**config.mk**
```make
export PLATFORM = sky130hd
export DESIGN_NAME = fsm_serial_sched
export DESIGN_NICKNAME = d
export VERILOG_FILES = /design/src/rtl/fsm_pkg.sv /design/src/rtl/rr_arbiter.sv /design/src/rtl/fsm_serial_sched.sv
export SDC_FILE = /design/constraint.sdc
export NUM_CORES = 1
export LEC_CHECK = 0
export BUFFER_PORTS_ARGS = -buffer_cell sky130_fd_sc_hd__buf_2
export CORE_MARGIN = 2
export CORE_UTILIZATION = 30
export CTS_CLUSTER_SIZE = 20
export DETAILED_ROUTE_END_ITERATION = 8
export PLACE_DENSITY = 0.58
export REMOVE_ABC_BUFFERS = 1
export SLEW_MARGIN = 40
export SYNTH_ARGS = -nofsm -noshare
export SYNTH_HDL_FRONTEND = slang
export SYNTH_SLANG_ARGS = --single-unit
```
**constraint.sdc**
```tcl
create_clock -name clock -period 3.2 [get_ports clock]
set_input_delay 0.32 -clock clock [delete_from_list [all_inputs] [get_ports clock]]
set_output_delay 0.32 -clock clock [all_outputs]
set_load 0.1 [all_outputs]
```
**src/rtl/fsm_pkg.sv**
```systemverilog
// Shared definitions for the serial odd-detector scheduler: frame kinds,
// slice geometry and the slot counter step.
package fsm_pkg;

    localparam int SLICE_W   = 3;
    localparam int DET_PULSE = 3;

    typedef enum logic [1:0] {
        IDLE  = 2'd0,
        DATA  = 2'd1,
        CHECK = 2'd2
    } frame_state_t;

    function automatic logic [1:0] slot_step(input logic [1:0] slot);
        return (slot == 2'(SLICE_W - 1)) ? 2'd0 : slot + 2'd1;
    endfunction

endpackage

```
**src/rtl/rr_arbiter.sv**
```systemverilog
// Combinational round-robin arbiter: first set request at or above the
// pointer, searching upward and wrapping at N.
module rr_arbiter #(
    parameter int N   = 4,
    parameter int IDW = 2
) (
    input  logic [N-1:0]   req,
    input  logic [IDW-1:0] ptr,
    output logic [N-1:0]   grant,
    output logic [IDW-1:0] winner,
    output logic           any
);

    localparam int IW = (N > 1) ? $clog2(N) : 1;

    logic [IW-1:0] idx;

    always_comb begin
        grant  = '0;
        winner = '0;
        any    = 1'b0;
        idx    = '0;
        for (int i = 0; i < N; i++) begin
            // ptr is always below N, so one subtraction is enough to wrap
            if (int'(ptr) + i >= N) begin
                idx = IW'(int'(ptr) + i - N);
            end else begin
                idx = IW'(int'(ptr) + i);
            end
            if (!any && req[idx]) begin
                any        = 1'b1;
                grant[idx] = 1'b1;
                winner     = IDW'(idx);
            end
        end
    end

endmodule

```
**src/rtl/fsm_serial_sched.sv**
```systemverilog
// Shares one serial 3-bit odd detector between N requesters: DATA frame
// shifts the granted value out MSB first, CHECK frame collects the verdict.
module fsm_serial_sched
    import fsm_pkg::*;
#(
    parameter int N   = 4,
    parameter int IDW = 2
) (
    input  logic                 clock,
    input  logic                 reset,
    input  logic [N-1:0]         req,
    input  logic [SLICE_W*N-1:0] data,
    output logic [N-1:0]         grant,
    output logic                 ser_out,
    input  logic                 det_in,
    output logic                 res_valid,
    output logic [IDW-1:0]       res_id,
    output logic                 res_odd,
    output logic                 busy,
    output logic [1:0]           dbg_state
);

    // Handshake: req is a level; grant pulses for the one slot-2 cycle in
    // which data[k] is captured. res_valid is a one-cycle strobe, res_id and
    // res_odd hold until the next strobe.

    frame_state_t state, state_d;
    logic [1:0]           slot;
    logic                 slot_last;
    logic [IDW-1:0]       rr_ptr;
    logic [IDW-1:0]       cur_id;
    logic [N-1:0]         arb_grant;
    logic [IDW-1:0]       arb_winner;
    logic                 arb_any;
    logic                 take;
    logic [SLICE_W-1:0]   win_data;
    logic [SLICE_W-2:0]   shreg;
    logic                 seen;
    logic                 check_end;

    rr_arbiter #(
        .N   (N),
        .IDW (IDW)
    ) u_arb (
        .req    (req),
        .ptr    (rr_ptr),
        .grant  (arb_grant),
        .winner (arb_winner),
        .any    (arb_any)
    );

    assign slot_last = (slot == 2'(SLICE_W - 1));
    assign check_end = (state == CHECK) && slot_last;
    assign win_data  = SLICE_W'(data >> (SLICE_W * int'(arb_winner)));

    always_comb begin
        state_d = state;
        take    = 1'b0;
        if (slot_last) begin
            if (state == DATA) begin
                state_d = CHECK;
            end else if (arb_any) begin
                state_d = DATA;
                take    = 1'b1;
            end else begin
                state_d = IDLE;
            end
        end
    end

    assign grant     = take ? arb_grant : '0;
    assign busy      = (state != IDLE);
    assign dbg_state = state;

    always_ff @(posedge clock or posedge reset) begin
        if (reset) begin
            state <= IDLE;
            slot  <= 2'd0;
        end else begin
            state <= state_d;
            slot  <= slot_step(slot);
        end
    end

    // ser_out leads the frame by one edge: bit[2] is loaded on the grant edge
    always_ff @(posedge clock or posedge reset) begin
        if (reset) begin
            rr_ptr  <= '0;
            cur_id  <= '0;
            shreg   <= '0;
            ser_out <= 1'b0;
        end else if (take) begin
            cur_id  <= arb_winner;
            rr_ptr  <= (arb_winner == IDW'(N - 1)) ? '0 : arb_winner + IDW'(1);
            ser_out <= win_data[SLICE_W-1];
            shreg   <= win_data[SLICE_W-2:0];
        end else if ((state == DATA) && !slot_last) begin
            ser_out <= shreg[SLICE_W-2];
            shreg   <= shreg << 1;
        end else begin
            ser_out <= 1'b0;
        end
    end

    always_ff @(posedge clock or posedge reset) begin
        if (reset) begin
            seen      <= 1'b0;
            res_valid <= 1'b0;
            res_id    <= '0;
            res_odd   <= 1'b0;
        end else begin
            if ((state == DATA) && slot_last) begin
                seen <= 1'b0;
            end else if (state == CHECK) begin
                seen <= seen | det_in;
            end
            res_valid <= check_end;
            if (check_end) begin
                res_id  <= cur_id;
                res_odd <= seen | det_in;
            end
        end
    end

endmodule

```
==> results of run 1 <==
state kept, by name, indices dropped and copies added, names as in the netlist, 2 cells and up:
name	count
dbg_state	2
shreg	2
rr_ptr	2
res_id	2
cur_id	2
slot	2
power breakdown:
part           internal [mW]  switching [mW]
logic                  0.447           0.670
clock network          0.109          0.0743
registers              0.257          0.0359
cells by family (layout without fill, tap and decap cells):
logic type	Yosys count	count (layout)	share of synthesized area
mux	13	13	0.127
compound gates	45	45	0.229
fa+ha+maj	8	8	0.0708
xor+xnor	2	2	0.0124
buf+inv	16	45	0.0584
simple gates	61	61	0.219
flops	16	16	0.283
stage by stage:
stage	TNS [ps]	area, um^2
after floorplan	-4270	1350
after global placement	0	1650
after detailed placement	0	1650
after CTS	0	1710
after global routing	0	1740
final	0	1740
layer usage:
layer | GRT usage | vias up
met1 | 0.187 | 585
li1 | - | 643
met4 | 0.0309 | 0
met2 | 0.207 | 32
met3 | 0.0304 | 4
met5 | 0 | -
layout make-up:
type	instances	area, um^2	share of cell area
multi-input combinational	129	937	0.540
sequential	16	402	0.231
clock buffer	4	55.1	0.0317
timing repair buffer	37	263	0.151
tap	52	65.1	0.0375
inverter	4	15.0	0.00865
worst max path at each step:
stage / endpoint
final: grant[0]
after global routing: grant[0]
after CTS: grant[0]
after detailed placement: grant[0]
after global placement: grant[1]
after floorplan: grant[0]
repair_timing:
| action | CTS | global route |
|---|---|---|
| hold buffers | 0 | 0 |
| endpoints found under the setup margin | 3 | 4 |
| gates resized for setup | 1 | 2 |
| buffers inserted | 0 | 3 |
| pin swaps | 0 | 1 |
cells in the final DEF (no fill, tap or decap), drive strengths merged, types with 2 or more instances in the layout:
| master | Yosys | layout |
|---|---|---|
| nand3 | 3 | 3 |
| nand3b | 3 | 3 |
| buf | 8 | 37 |
| a22oi | 4 | 4 |
| a211oi | 7 | 7 |
| nand2b | 4 | 4 |
| o21bai | 2 | 2 |
| nor2b | 4 | 4 |
| a221oi | 5 | 5 |
| clkbuf | 4 | 4 |
| ha | 8 | 8 |
| a21oi | 10 | 10 |
| mux2i | 4 | 4 |
| o21ai | 4 | 4 |
| nor2 | 24 | 24 |
| or2 | 3 | 3 |
| a21o | 2 | 2 |
| mux4 | 3 | 3 |
| inv | 4 | 4 |
| mux2 | 6 | 6 |
| o21a | 2 | 2 |
| nand2 | 11 | 11 |
| xnor2 | 2 | 2 |
| dfrtp | 16 | 16 |
==> impl_metrics.json, run 1 <==
{
  "status": "finished, final reports clean",
  "cpPeakStageDelay_ps": 450,
  "synth_commonest_cells": "24 x nor2_1, 16 x dfrtp_1, 11 x nand2_1",
  "clk-insertion-delay-late_ps": 250,
  "fin_ws_ps": 218,
  "ff2ff_path_depth": 7,
  "period_minus_slack_ps": 2980,
  "first_pass_iters": 4,
  "diodes": 0,
  "max_slew_margin": 0.584,
  "coreArea_mm2": 0.00444,
  "synth-edff-count": 0,
  "ir_drop_mv": 0.326,
  "fin_nets": 218,
  "fmaxAchievable_mhz": 335,
  "grt_max_degree": 32,
  "core.rowCount": 24,
  "r2r_start": "rr_ptr[0]",
  "drt-initial-drc-count": 33,
  "setup-violations-final": 0,
  "worstSetupPathDepth": 8,
  "grt_pass1_vias": 1151,
  "leakage_nw": 0.784,
  "worst_hold_slack_ps": 133,
  "final_max_slew_viol_count": 0,
  "io_buffers": 30,
  "htreeDepth": 1,
  "crit_path_start_kind": "flop",
  "cts.sinks": 16,
  "wl_met2_um": 1520,
  "critPathBufInv": 2,
  "fillers": 480,
  "yosysWarnings": 0,
  "vias_per_cell": 5.22,
  "path_clk_slew_ps": 70,
  "yosysTopAreaCellShare": 0.283,
  "critPathMaxFanout": 6,
  "synthesis.instances": 161,
  "ant_nets": 0,
  "syn_area_per_cell_um2": 8.78,
  "yosysMostFrequentCell": "nor2_1",
  "syn_area_mm2": 0.00141,
  "drive_gt1_frac": 0.300,
  "boundaryPins": 31,
  "wire_per_inst_um": 13.8,
  "arrival_ps": 2660,
  "wl_met1_um": 1640,
  "dieArea_mm2": 0.00528,
  "route.detailed.drc": 0,
  "top_layer_used": "met4",
  "r2r_end": "shreg[0]",
  "rrSetupSlack_ps": 560,
  "cts-root-buf": "clkbuf_8",
  "path_delay_family": "simple AND/OR/NAND/NOR gates",
  "crit_chain": "inv_1 -> ha_1 -> or3b_1 -> a2111oi_1 -> or3_4 -> a221oi_1 -> nor2_1 -> buf_12",
  "final_util": 0.391,
  "grt_setup_unrepaired": "false",
  "synth-async-reset-ratio": 1.00,
  "critical_path_required_ps": 2880,
  "skew_ps": 3.96,
  "chipWidth_um": 72.7,
  "seq_area_frac_synth": 0.283,
  "hold_class": "in -> async",
  "cts_made_buffers": 3,
  "start_util": 0.318,
  "grt.total_usage": 0.133,
  "cp_slowest_cell": "dfrtp_2",
  "power_density_mw_per_mm2": 917,
  "grt_pass1_wl_um": 5530,
  "period_share": 0.932,
  "ys_types": 48,
  "num_vias": 1264,
  "wl_um": 3340,
  "synth_top_flop_cell": "dfrtp_1",
  "place_hpwl_um": 2400,
  "worst_slew_pin_slew_ps": 622,
  "die_y_um": 72.7,
  "clockBufferDepth": 2,
  "criticalPathCategory": "reg -> out",
  "final_cells": 242,
  "antenna_found_initial": 0,
  "syn_to_final_growth_pct": 22.8,
  "gp_congestion": 0.818,
  "cts_tree": "yes",
  "synth_largest_area_cell": "dfrtp_1",
  "synth-seq-cells": 16,
  "overflow": 0,
  "met3_length_um": 147,
  "dp_slack_ps": 286,
  "hold_viol_final": 0,
  "maxCapViolCount": 0,
  "power_mw": 1.59,
  "dp.cells": 235,
  "cp-startpoint": "rr_ptr[1]",
  "synth_area_leaders": "dfrtp_1 28%, ha_1 7.1%, nor2_1 6.4%, mux4_2 4.8%, a21oi_1 3.5%",
  "cp-end-kind": "output pin"
}
Power figures use the tool's default switching activity.
==> inputs of run 2 (changes only) <==
==> constraint.sdc (replaced) <==
create_clock -name clock -period 3.2 [get_ports clock]
set_input_delay 0.48 -clock clock [delete_from_list [all_inputs] [get_ports clock]]
set_output_delay 0.48 -clock clock [all_outputs]
set_load 0.1 [all_outputs]
==> run 2 against run 1 <==
- setup slack got worse by 75 ps
- final area shrank 1.4%
- sequential share of layout area rose by 0.25 points
- clock power is 4% lower
- clock-buffer cell count is the same
- critical path depth did not move
- via count grew 1.7%
- critical endpoint is now grant[1]
- total power down 3.4%
- largest power group unchanged
- die area stayed put
- fmax decreased by 2.5%
- sequential cell count unchanged
==> impl_metrics.json, run 2 (same netlist as run 1, synthesis figures left out) <==
{
  "status": "finished, final reports clean",
  "clk-insertion-delay-late_ps": 250,
  "final_cell_mix": "26 x buf_2, 24 x nor2_1, 16 x dfrtp_1",
  "cts_tree": "yes",
  "max_slew_margin": 0.588,
  "fmaxAchievable_mhz": 327,
  "swShare": 0.493,
  "layout_commonest_cell": "buf_2",
  "cts-root-buf": "clkbuf_8",
  "post_cts_buffers": 0,
  "critPathMaxFanout": 5,
  "criticalPathCategory": "reg -> out",
  "critical_path_required_ps": 2720,
  "hold_class": "in -> async",
  "ff_latch_area_um2": 400,
  "crit_chain": "inv_1 -> ha_1 -> or3b_1 -> a2111oi_1 -> or3_4 -> a221oi_1 -> nor2_1 -> buf_12",
  "chipWidth_um": 72.7,
  "dp_slack_ps": 393,
  "clkPwrFrac": 0.115,
  "gp_congestion": 0.830,
  "fin_ws_ps": 142,
  "intPower_mw": 0.781,
  "ctsResizeCount": 0,
  "setup-violations-final": 0,
  "route.detailed.drc": 0,
  "io_buffers": 30,
  "fillers": 468,
  "htreeDepth": 1,
  "wl_um": 3190,
  "skew_ps": 1.91,
  "period_share": 0.956,
  "antenna_found_initial": 0,
  "cts_made_buffers": 3,
  "die_y_um": 72.7,
  "diodes": 0,
  "cpPeakStageDelay_ps": 410,
  "period_minus_slack_ps": 3060,
  "power_density_mw_per_mm2": 899,
  "path_clk_slew_ps": 60,
  "crit_path_start_kind": "flop",
  "critPathBufInv": 2,
  "cp-end-kind": "output pin",
  "final_max_slew_viol_count": 0,
  "overflow": 0,
  "grt_pass1_vias": 1192,
  "p_sw_mw": 0.759,
  "setup_tns_ps": 0,
  "boundaryPins": 31,
  "coreArea_mm2": 0.00444,
  "cp_slowest_cell": "a2111oi_1",
  "arrival_ps": 2580,
  "hold_viol_final": 0,
  "ant_nets": 0,
  "drive_gt1_frac": 0.283,
  "core.rowCount": 24,
  "drt-initial-drc-count": 90,
  "multi_input_area_um2": 937,
  "grt_pass1_wl_um": 5580,
  "wire_per_inst_um": 13.4,
  "grt_setup_unrepaired": "false",
  "first_pass_iters": 4,
  "num_vias": 1285,
  "ir_drop_mv": 0.293,
  "grt.total_usage": 0.129,
  "worst_slew_pin_slew_ps": 617,
  "grt_max_degree": 32,
  "start_util": 0.318,
  "hold_buffers": 0,
  "clockBufferDepth": 2,
  "fin_nets": 215,
  "r2r_end": "shreg[0]",
  "path_delay_family": "simple AND/OR/NAND/NOR gates",
  "comb_power_share": 0.703,
  "dieArea_mm2": 0.00528,
  "maxCapViolCount": 0,
  "r2r_start": "rr_ptr[1]",
  "cts.sinks": 16,
  "ff2ff_path_depth": 9,
  "rrSetupSlack_ps": 610,
  "pwr-share-seq": 0.182,
  "vias_per_cell": 5.38,
  "leakage_nw": 0.771,
  "place_hpwl_um": 2360,
  "syn_to_final_growth_pct": 21.2
}
==> run 2: changes by cell type in the layout (fill, tap and decap cells not counted), sizes merged <==
| cell | change |
|---|---|
| buf | -3 |
==> run 2: final cells by class <==
class	count	share of cell area
well taps	52	0.0380
clock buffers	4	0.0321
repair buffers	34	0.140
multi-input cells	129	0.547
flip-flops and latches	16	0.234
inverters	4	0.00877
==> run 2: layer usage <==
metal	track usage	vias to the layer above	share of wire
met2	0.201	38	0.47
met4	0.0185	0	0.0056
met1	0.185	605	0.48
met5	0	-	0
met3	0.0318	2	0.052
li1	-	640	-
==> run 2: how the worst max path moves through the flow <==
stage                    from        to  cells after the start  slack [ps]
floorplan           rr_ptr[0]  grant[0]                      7       -1230
global placement    rr_ptr[1]  grant[3]                      8         380
detailed placement  rr_ptr[1]  grant[2]                      8         390
CTS                 rr_ptr[1]  grant[1]                      8         100
global route        rr_ptr[1]  grant[1]                      8           6
finish              rr_ptr[1]  grant[1]                      8         140
==> run 2: stage by stage <==
| stage | cell area [um^2] | hold WS, ps | total power, mW | utilization | cells |
|---|---|---|---|---|---|
| 3_5_place_dp | 1650 | 420 | 1.36 | 0.372 | 235 |
| 4_1_cts | 1710 | 318 | 1.54 | 0.384 | 239 |
| 6_report | 1710 | 294 | 1.54 | 0.385 | 239 |
| 3_3_place_gp | 1650 | 413 | 1.37 | 0.372 | 235 |
| 2_1_floorplan | 1350 | 394 | 1.12 | - | 149 |
| 5_1_grt | 1710 | 347 | 1.67 | 0.385 | 239 |
==> run 2: power by group through the flow <==
stage               combinational [mW]  sequential (mW)  clock, mW
floorplan                        0.636            0.487          0
global placement                  1.08            0.285          0
detailed placement                1.07            0.286          0
CTS                               1.08            0.282      0.183
global route                      1.18            0.288      0.194
finish                            1.08            0.281      0.177
